File: config.mk
export PLATFORM = sky130hd
export DESIGN_NAME = if_id_stage
export DESIGN_NICKNAME = d
export VERILOG_FILES = /design/src/rtl/if_id_stage_pkg.sv /design/src/rtl/if_id_stage_hazard_detect.sv /design/src/rtl/if_id_stage.sv
export SDC_FILE = /design/constraint.sdc
export NUM_CORES = 1
export LEC_CHECK = 0
export ABC_AREA = 1
export BUFFER_PORTS_ARGS = -buffer_cell sky130_fd_sc_hd__buf_4
export CORE_MARGIN = 2
export CORE_UTILIZATION = 43
export CTS_CLUSTER_DIAMETER = 100
export DETAILED_ROUTE_END_ITERATION = 10
export PLACE_DENSITY = 0.85
export SLEW_MARGIN = 5
export SYNTH_ARGS = -nofsm -noshare
export SYNTH_HDL_FRONTEND = slang
export SYNTH_SLANG_ARGS = --single-unit
File: constraint.sdc
create_clock -name clk -period 2.94 [get_ports clk]
set_input_delay 0.294 -clock clk [delete_from_list [all_inputs] [get_ports clk]]
set_output_delay 0.294 -clock clk [all_outputs]
set_load 0.01 [all_outputs]
File: src/rtl/if_id_stage_pkg.sv
// Shared pipeline definitions for the IF/ID stage: FSM encodings, NOP word,
// counter limits and a saturating increment helper.
package if_id_stage_pkg;

  typedef enum logic [1:0] {
    ST_RUN   = 2'b00,
    ST_STALL = 2'b01,
    ST_FLUSH = 2'b10
  } state_t;

  localparam logic [31:0] NOP_INSTR = 32'h0000_0000;
  localparam logic [31:0] NOP_PCP4  = 32'h0000_0000;
  localparam logic [15:0] CNT_MAX   = 16'hFFFF;

  // Event counters stick at all-ones instead of wrapping back to zero
  function automatic logic [15:0] satInc(input logic [15:0] value);
    return (value == CNT_MAX) ? value : value + 16'd1;
  endfunction

endpackage

File: src/rtl/if_id_stage_hazard_detect.sv
// Load-use hazard detector: flags when the load in EX writes a register the
// instruction in ID is about to read.
module hazard_detect (
  input  logic       x_memRead,
  input  logic [4:0] x_rt,
  input  logic [4:0] d_rs,
  input  logic [4:0] d_rt,
  output logic       hazard
);

  logic w_rtNonZero;
  logic w_match;

  // Register 0 is hardwired to zero, so a load targeting it never creates a dependency
  assign w_rtNonZero = (x_rt != 5'd0);
  assign w_match     = (x_rt == d_rs) || (x_rt == d_rt);
  assign hazard      = x_memRead && w_rtNonZero && w_match;

endmodule

File: src/rtl/if_id_stage.sv
// IF/ID pipeline register with load-use stall, branch flush, a small FSM
// recording the last edge's action, and saturating stall/flush counters.
module if_id_stage
  import if_id_stage_pkg::*;
(
  input  logic        clk,
  input  logic        rst,
  input  logic [31:0] f_pcp4,
  input  logic [31:0] f_instr,
  input  logic        x_memRead,
  input  logic [4:0]  x_rt,
  input  logic        m_branchTaken,
  output logic [31:0] d_pcp4,
  output logic [31:0] d_instr,
  output logic [4:0]  d_rs,
  output logic [4:0]  d_rt,
  output logic [4:0]  d_rd,
  output logic [31:0] d_seInstr16,
  output logic [5:0]  d_ctlIn,
  output logic        pcWrite,
  output logic        d_bubble,
  output logic [1:0]  d_state,
  output logic [15:0] stallCount,
  output logic [15:0] flushCount
);

  logic [31:0] r_pcp4;
  logic [31:0] r_instr;
  state_t      r_state;
  logic [15:0] r_stallCount;
  logic [15:0] r_flushCount;

  state_t      w_nextState;
  logic        w_hazard;
  logic        w_pcWrite;
  logic        w_bubble;

  assign d_pcp4      = r_pcp4;
  assign d_instr     = r_instr;
  assign d_rs        = r_instr[25:21];
  assign d_rt        = r_instr[20:16];
  assign d_rd        = r_instr[15:11];
  assign d_ctlIn     = r_instr[31:26];
  assign d_seInstr16 = {{16{r_instr[15]}}, r_instr[15:0]};

  hazard_detect u_hazard (
    .x_memRead (x_memRead),
    .x_rt      (x_rt),
    .d_rs      (d_rs),
    .d_rt      (d_rt),
    .hazard    (w_hazard)
  );

  always_ff @(posedge clk or posedge rst) begin
    if (rst) begin
      r_state <= ST_RUN;
    end else begin
      r_state <= w_nextState;
    end
  end

  // Flush outranks stall: the stalled instruction is on the wrong path anyway
  always_comb begin
    w_nextState = ST_RUN;
    w_pcWrite   = 1'b1;
    w_bubble    = 1'b0;
    if (m_branchTaken) begin
      w_nextState = ST_FLUSH;
      w_bubble    = 1'b1;
    end else if (w_hazard) begin
      w_nextState = ST_STALL;
      w_pcWrite   = 1'b0;
      w_bubble    = 1'b1;
    end
  end

  assign pcWrite  = w_pcWrite;
  assign d_bubble = w_bubble;
  assign d_state  = r_state;

  always_ff @(posedge clk or posedge rst) begin
    if (rst) begin
      r_pcp4  <= NOP_PCP4;
      r_instr <= NOP_INSTR;
    end else begin
      case (w_nextState)
        ST_FLUSH: begin
          r_pcp4  <= NOP_PCP4;
          r_instr <= NOP_INSTR;
        end
        ST_STALL: begin
          r_pcp4  <= r_pcp4;
          r_instr <= r_instr;
        end
        default: begin
          r_pcp4  <= f_pcp4;
          r_instr <= f_instr;
        end
      endcase
    end
  end

  always_ff @(posedge clk or posedge rst) begin
    if (rst) begin
      r_stallCount <= 16'd0;
      r_flushCount <= 16'd0;
    end else begin
      if (w_nextState == ST_STALL) begin
        r_stallCount <= satInc(r_stallCount);
      end
      if (w_nextState == ST_FLUSH) begin
        r_flushCount <= satInc(r_flushCount);
      end
    end
  end

  assign stallCount = r_stallCount;
  assign flushCount = r_flushCount;

endmodule

# Word level (Yosys, flattened, before mapping)
# Index checks and enable logic that the tools add are counted.
classes:
  n_addsub: 2
  n_mul: 0
  div: 0
  n_lt_le_gt_ge: 0
  eq_ne: 6
  n_shift: 0
  mux: 8
  bitwise_logic: 2
  n_reduce_logical: 6
ops:
  columns: ["op", "count"]
  rows:
  - ["$pmux W32 S2", 2]
  - ["$add A16 B1 Y16 const B", 2]
  - ["$eq A16 B16 Y1 const B", 2]
  - ["$eq A5 B5 Y1", 2]
  - ["$mux W1", 5]
  - ["$reduce_bool A5 Y1", 1]
  - ["$reduce_and A2 Y1", 2]
  - ["$eq A2 B1 Y1 const B", 1]
  - ["$eq A2 B2 Y1 const B", 1]
  - ["$logic_and A1 B1 Y1", 2]
  - ["$mux W2", 1]
  - ["$not A1 Y1", 2]
  - ["$logic_or A1 B1 Y1", 1]
totals:
  reg_bits: 98
  latchBits: 0
  ramBits: 0
  romBits: 0
  in_bits: 73
  out_inout_bits: 153
  wordCells: 29
  n_memories: 0

# Longest topological paths before layout
logic_depth:
  depth_word: 7
  depth_mapped: 12
  ltp_nobuf: 10

# By module
# Synthesis repeated with hierarchy kept, for this count alone.
unflattened:
  cells_unflattened: 672
  hier_area_um2: 5203.7
modules_own_cells:
  columns: ["mod", "instances", "cells_each", "area_each_um2", "seq_area_each_um2"]
  rows:
  - ["if_id_stage", 1, 627, 5008.6, 2452.4]
  - ["hazard_detect", 1, 45, 195.2, 0.0]

# Worst setup path after synthesis
# No wires, ideal clock.
synth_path:
  kind: "reg-to-reg"
  start: "reg r_flushCount[0] (netlist: flushCount[0])"
  end: "reg r_flushCount[2] (netlist: flushCount[2])"
  setup_ns: 0.128
  t_arrival_ns: 1.542
  required_ns: 2.812
  slack_ns: 1.270
  stages_incl_launch_ff: 9
  n_path_buf: 1
  period_less_slack_ns: 1.670
  cell_sequence: "dfrtp_1 > ha_1 > inv_1 > nor2_1 > nand4_1 > nand2_1 > buf_4 > nor2_1 > xor2_1"
synth_between:
  elab_chain_cells: 3
  word_cells_on_any_way: 4
  classes_between: "add/sub (1); eq/ne (1); bitwise (1); reduce/logical (1)"
synth_lines:
  columns: ["item", "line", "text"]
  rows:
  - ["start, declared", "if_id_stage.sv:31", "logic [15:0] r_flushCount;"]
  - ["start signal, assigned", "if_id_stage.sv:112", "r_flushCount <= satInc(r_flushCount);"]
  - ["parallel branches: the longest is 3 deep, another holds $add A16 B1 Y16", null, null]
# Several ways; the timed one is not identified.
# A chain may end at the register's enable or synchronous reset.

# Final worst setup path
layout_path:
  start: "reg r_instr[21] (netlist: d_instr[21])"
  end: "out d_bubble"
layout_between:
  elab_chain_cells: 5
layout_lines:
  columns: ["item", "line", "text"]
  rows:
  - ["start, declared", "if_id_stage.sv:28", "logic [31:0] r_instr;"]
  - ["start signal, assigned", "if_id_stage.sv:93", "r_instr <= r_instr;"]
  - ["start signal, assigned", "if_id_stage.sv:97", "r_instr <= f_instr;"]
  - ["$eq A5 B5 Y1", "if_id_stage_hazard_detect.sv:16", "assign w_match = (x_rt == d_rs) || (x_rt == d_rt);"]
  - ["$logic_or A1 B1 Y1", "if_id_stage_hazard_detect.sv:16", null]
  - ["$logic_and A1 B1 Y1", "if_id_stage_hazard_detect.sv:17", "assign hazard = x_memRead && w_rtNonZero && w_match;"]
  - ["$mux W1", "if_id_stage.sv:70", "end else if (w_hazard) begin"]
  - ["$mux W1", "if_id_stage.sv:67", "if (m_branchTaken) begin"]
  - ["end, declared", "if_id_stage.sv:21", "output logic d_bubble,"]
# Every way passes these cells.

==> results.py <==
metrics = {
    "pwr": {
        "power_density_nw_per_um2": 532,
        "power.leakage_nw": 3.76,
        "combPwrFrac": 0.195,
        "p_seq_frac": 0.442,
        "p_int_w": 0.00261,
        "clkPwrFrac": 0.363,
        "p_sw_frac": 0.273,
        "ir_drop_mv": 0.436,
        "power_switching_w": 0.000983,
    },
    "worst_setup_path": {
        "crit_buf_inv": 2,
        "cp-start-kind": "register",
        "path_common_cell": "nand2_1",
        "cp.arrival_ns": 1.75,
        "cp_top_family": "simple AND/OR/NAND/NOR gates",
        "worstReg2RegStart": "flushCount[0]",
        "critical_path_class": "register to output pin",
        "critPathSlowestCell": "dfrtp_1",
        "endpoint_kind": "output pin",
        "crit_chain": "inv_1 > nand2_1 > nand2_1 > nor2_1 > nand3_1 > nand2_2 > nand2_2 > nand2_1 > buf_4",
        "crit_path_start": "d_instr[21]",
        "cp.required_ns": 2.65,
        "cpPeakStageDelay_ns": 0.46,
        "rrSetupSlack_ns": 0.93,
        "cp_max_fo": 5,
    },
    "cts": {
        "clk_latency_ns": 0.33,
        "holdBufCountCts": 0,
        "post_cts_buffers": 0,
        "h-tree-depth": 3,
        "cts_tree": "done",
        "clkSlewWorstSetupHoldPaths_ns": 0.07,
        "cts_buffers": 9,
        "cts_sinks": 98,
        "ctsResizeCount": 0,
        "clockRootBuffer": "clkbuf_16",
        "clockBufferDepth": 2,
    },
    "routing": {
        "drt_first_iter_violations": 320,
        "drtAntennaViolNets": 0,
        "dr.pass1.iters": 4,
        "avgRoutedWirePerCell_um": 14.2,
        "drc_errors": 0,
        "vias_per_cell": 4.86,
        "vias": 4545,
        "routed_wl_um": 13300,
    },
    "yosys": {
        "synthMuxAreaShare": 0,
        "synthAdderAreaFrac": 0.00498,
        "syn-cell-area_um2": 5030,
        "synth_simple_gate_area_frac": 0.310,
        "synth_xor_area_frac": 0.0488,
        "synth-seq-cells": 98,
        "yosysSeqAreaShare": 0.488,
        "synth_top_family_by_area": "simple AND/OR/NAND/NOR gates",
        "ys_warn_count": 0,
        "syn_avg_cell_area_um2": 8.11,
        "yosys.cell_types.count": 27,
        "synth_compound_area_frac": 0.0139,
        "netlist_instances": 620,
        "syn_nets": 695,
    },
    "die": {
        "die_x_um": 112,
        "die-area_um2": 12600,
        "die_y_um": 112,
        "placeableCoreArea_um2": 11400,
        "start_util": 0.440,
        "ios": 226,
        "rows": 39,
    },
    "final_layout": {
        "drive_gt1_frac": 0.332,
        "layout.nets": 862,
        "post-route-util": 0.592,
        "regArea_um2": 2450,
        "insertedDiodeCount": 0,
        "nFillCells": 1048,
        "syn_to_final_growth_pct": 34.5,
        "layout_commonest_cell": "nand2_1",
        "multiInputGateArea_um2": 1900,
        "mostFrequentLayoutCells": "235 x nand2_1, 233 x buf_4, 98 x dfrtp_1, 78 x nand3_1, 31 x inv_1",
    },
    "place": {
        "dp.final_hpwl_um": 9800,
        "portBuffers": 225,
        "dp_slack_ns": 0.963,
        "gp_congestion": 0.853,
    },
    "timing": {
        "tightest_slew_ns": 0.939,
        "period_needed_ns": 2.04,
        "rsz0062_at_grt": "no",
        "setup_tns_ns": 0,
        "final-setup-viol-count": 0,
        "relSlewSlack": 0.374,
        "finClkSkew_ns": 0.00608,
        "setup_ws_ns": 0.898,
        "max_freq_ghz": 0.490,
        "finalCritPeriodShare": 0.694,
        "final_hold_viol_count": 0,
        "slew_violations": 0,
    },
    "worst_hold_path": {
        "hold_path_class": "input pin to register",
        "min_from": "m_branchTaken",
    },
    "global_routing": {
        "grt_max_degree": 76,
        "antenna_found_initial": 0,
        "grt_pass1_wl_um": 20900,
        "grt_pass1_vias": 4181,
        "grt_overflow": 0,
        "track_usage": 0.205,
    },
    "flow_run": {
        "drv_cap": 0,
    },
    "status": {
        "status": "complete, no violations",
    },
}
==> metal layers <==
| layer | global-route usage | wire (µm) | vias to the layer above |
|---|---|---|---|
| met5 | 0 | 0 | - |
| met4 | 0.0610 | 180 | 0 |
| met3 | 0.0302 | 758 | 16 |
| met2 | 0.354 | 6670 | 165 |
| met1 | 0.268 | 5710 | 2142 |
| li1 | - | - | 2222 |
==> registers in the layout, indices dropped and copies added, names as in the netlist <==
signal      cells
d_instr        32
stallCount     16
d_state         2
flushCount     16
d_pcp4         32
==> path summary, 6_finish.rpt <==
check,endpoint,cells past startpoint
max reg2reg,flushCount[10],8
min in group asynchronous,d_pcp4[11],2
max,d_bubble,9
min,d_state[1],1
min reg2reg,d_pcp4[15],2
max in group asynchronous,d_pcp4[3],3
==> power groups by stage <==
stage | registers, W | logic, W | clock network [W]
6_report | 0.00159 | 0.000701 | 0.00131
5_1_grt | 0.00160 | 0.000770 | 0.00139
4_1_cts | 0.00159 | 0.000710 | 0.00133
3_5_place_dp | 0.00161 | 0.000708 | 0
3_3_place_gp | 0.00160 | 0.000699 | 0
2_1_floorplan | 0.00164 | 0.000333 | 0
==> Yosys cell counts <==
cell | count | share of area
nand2_1 | 235 | 0.18
dfrtp_1 | 98 | 0.49
nand3_1 | 78 | 0.078
buf_4 | 57 | 0.085
inv_1 | 33 | 0.025
nor2_1 | 27 | 0.020
xor2_1 | 15 | 0.026
xnor2_1 | 13 | 0.023
o21ai_0 | 11 | 0.011
buf_2 | 10 | 0.010
nand4_1 | 6 | 0.0075
buf_1 | 4 | 0.0030
inv_2 | 4 | 0.0030
nand3b_1 | 4 | 0.0060
nor3_1 | 4 | 0.0040
buf_6 | 3 | 0.0067
clkbuf_1 | 3 | 0.0022
o21ai_1 | 3 | 0.0030
ha_1 | 2 | 0.0050
nand2_2 | 2 | 0.0025
nor2_4 | 2 | 0.0045
nand3_4 | 1 | 0.0035
nand4_2 | 1 | 0.0025
nor2_2 | 1 | 0.0012
nor3_2 | 1 | 0.0020
nor3b_1 | 1 | 0.0015
or3_1 | 1 | 0.0012
==> cell families (layout without fill, tap and decap cells) <==
group / count (synthesis) / in the layout
XOR/XNOR: 28 / 28
flip-flops: 98 / 98
buffers and inverters: 114 / 286
adder cells (fa/ha/maj): 2 / 2
AND/OR/NAND/NOR: 364 / 364
AO/OA/AOI/OAI: 14 / 14
==> metrics by stage <==
stage               hold WS (ns)  instance area, µm²  total power, W  instances
floorplan                  0.325                5030         0.00197        620
detailed placement         0.460                6420         0.00232        919
finish                     0.136                6760         0.00360        935
CTS                        0.125                6760         0.00363        935
global route               0.127                6760         0.00377        935
global placement           0.455                6420         0.00230        919
==> layout make-up <==
| cell class | count | area share |
|---|---|---|
| well taps | 143 | 0.0265 |
| clock buffers | 11 | 0.0374 |
| clock inverters | 5 | 0.0128 |
| flip-flops and latches | 98 | 0.363 |
| inverters | 37 | 0.0209 |
| repair buffers | 233 | 0.259 |
| multi-input cells | 408 | 0.281 |
Power figures use the tool's default switching activity.
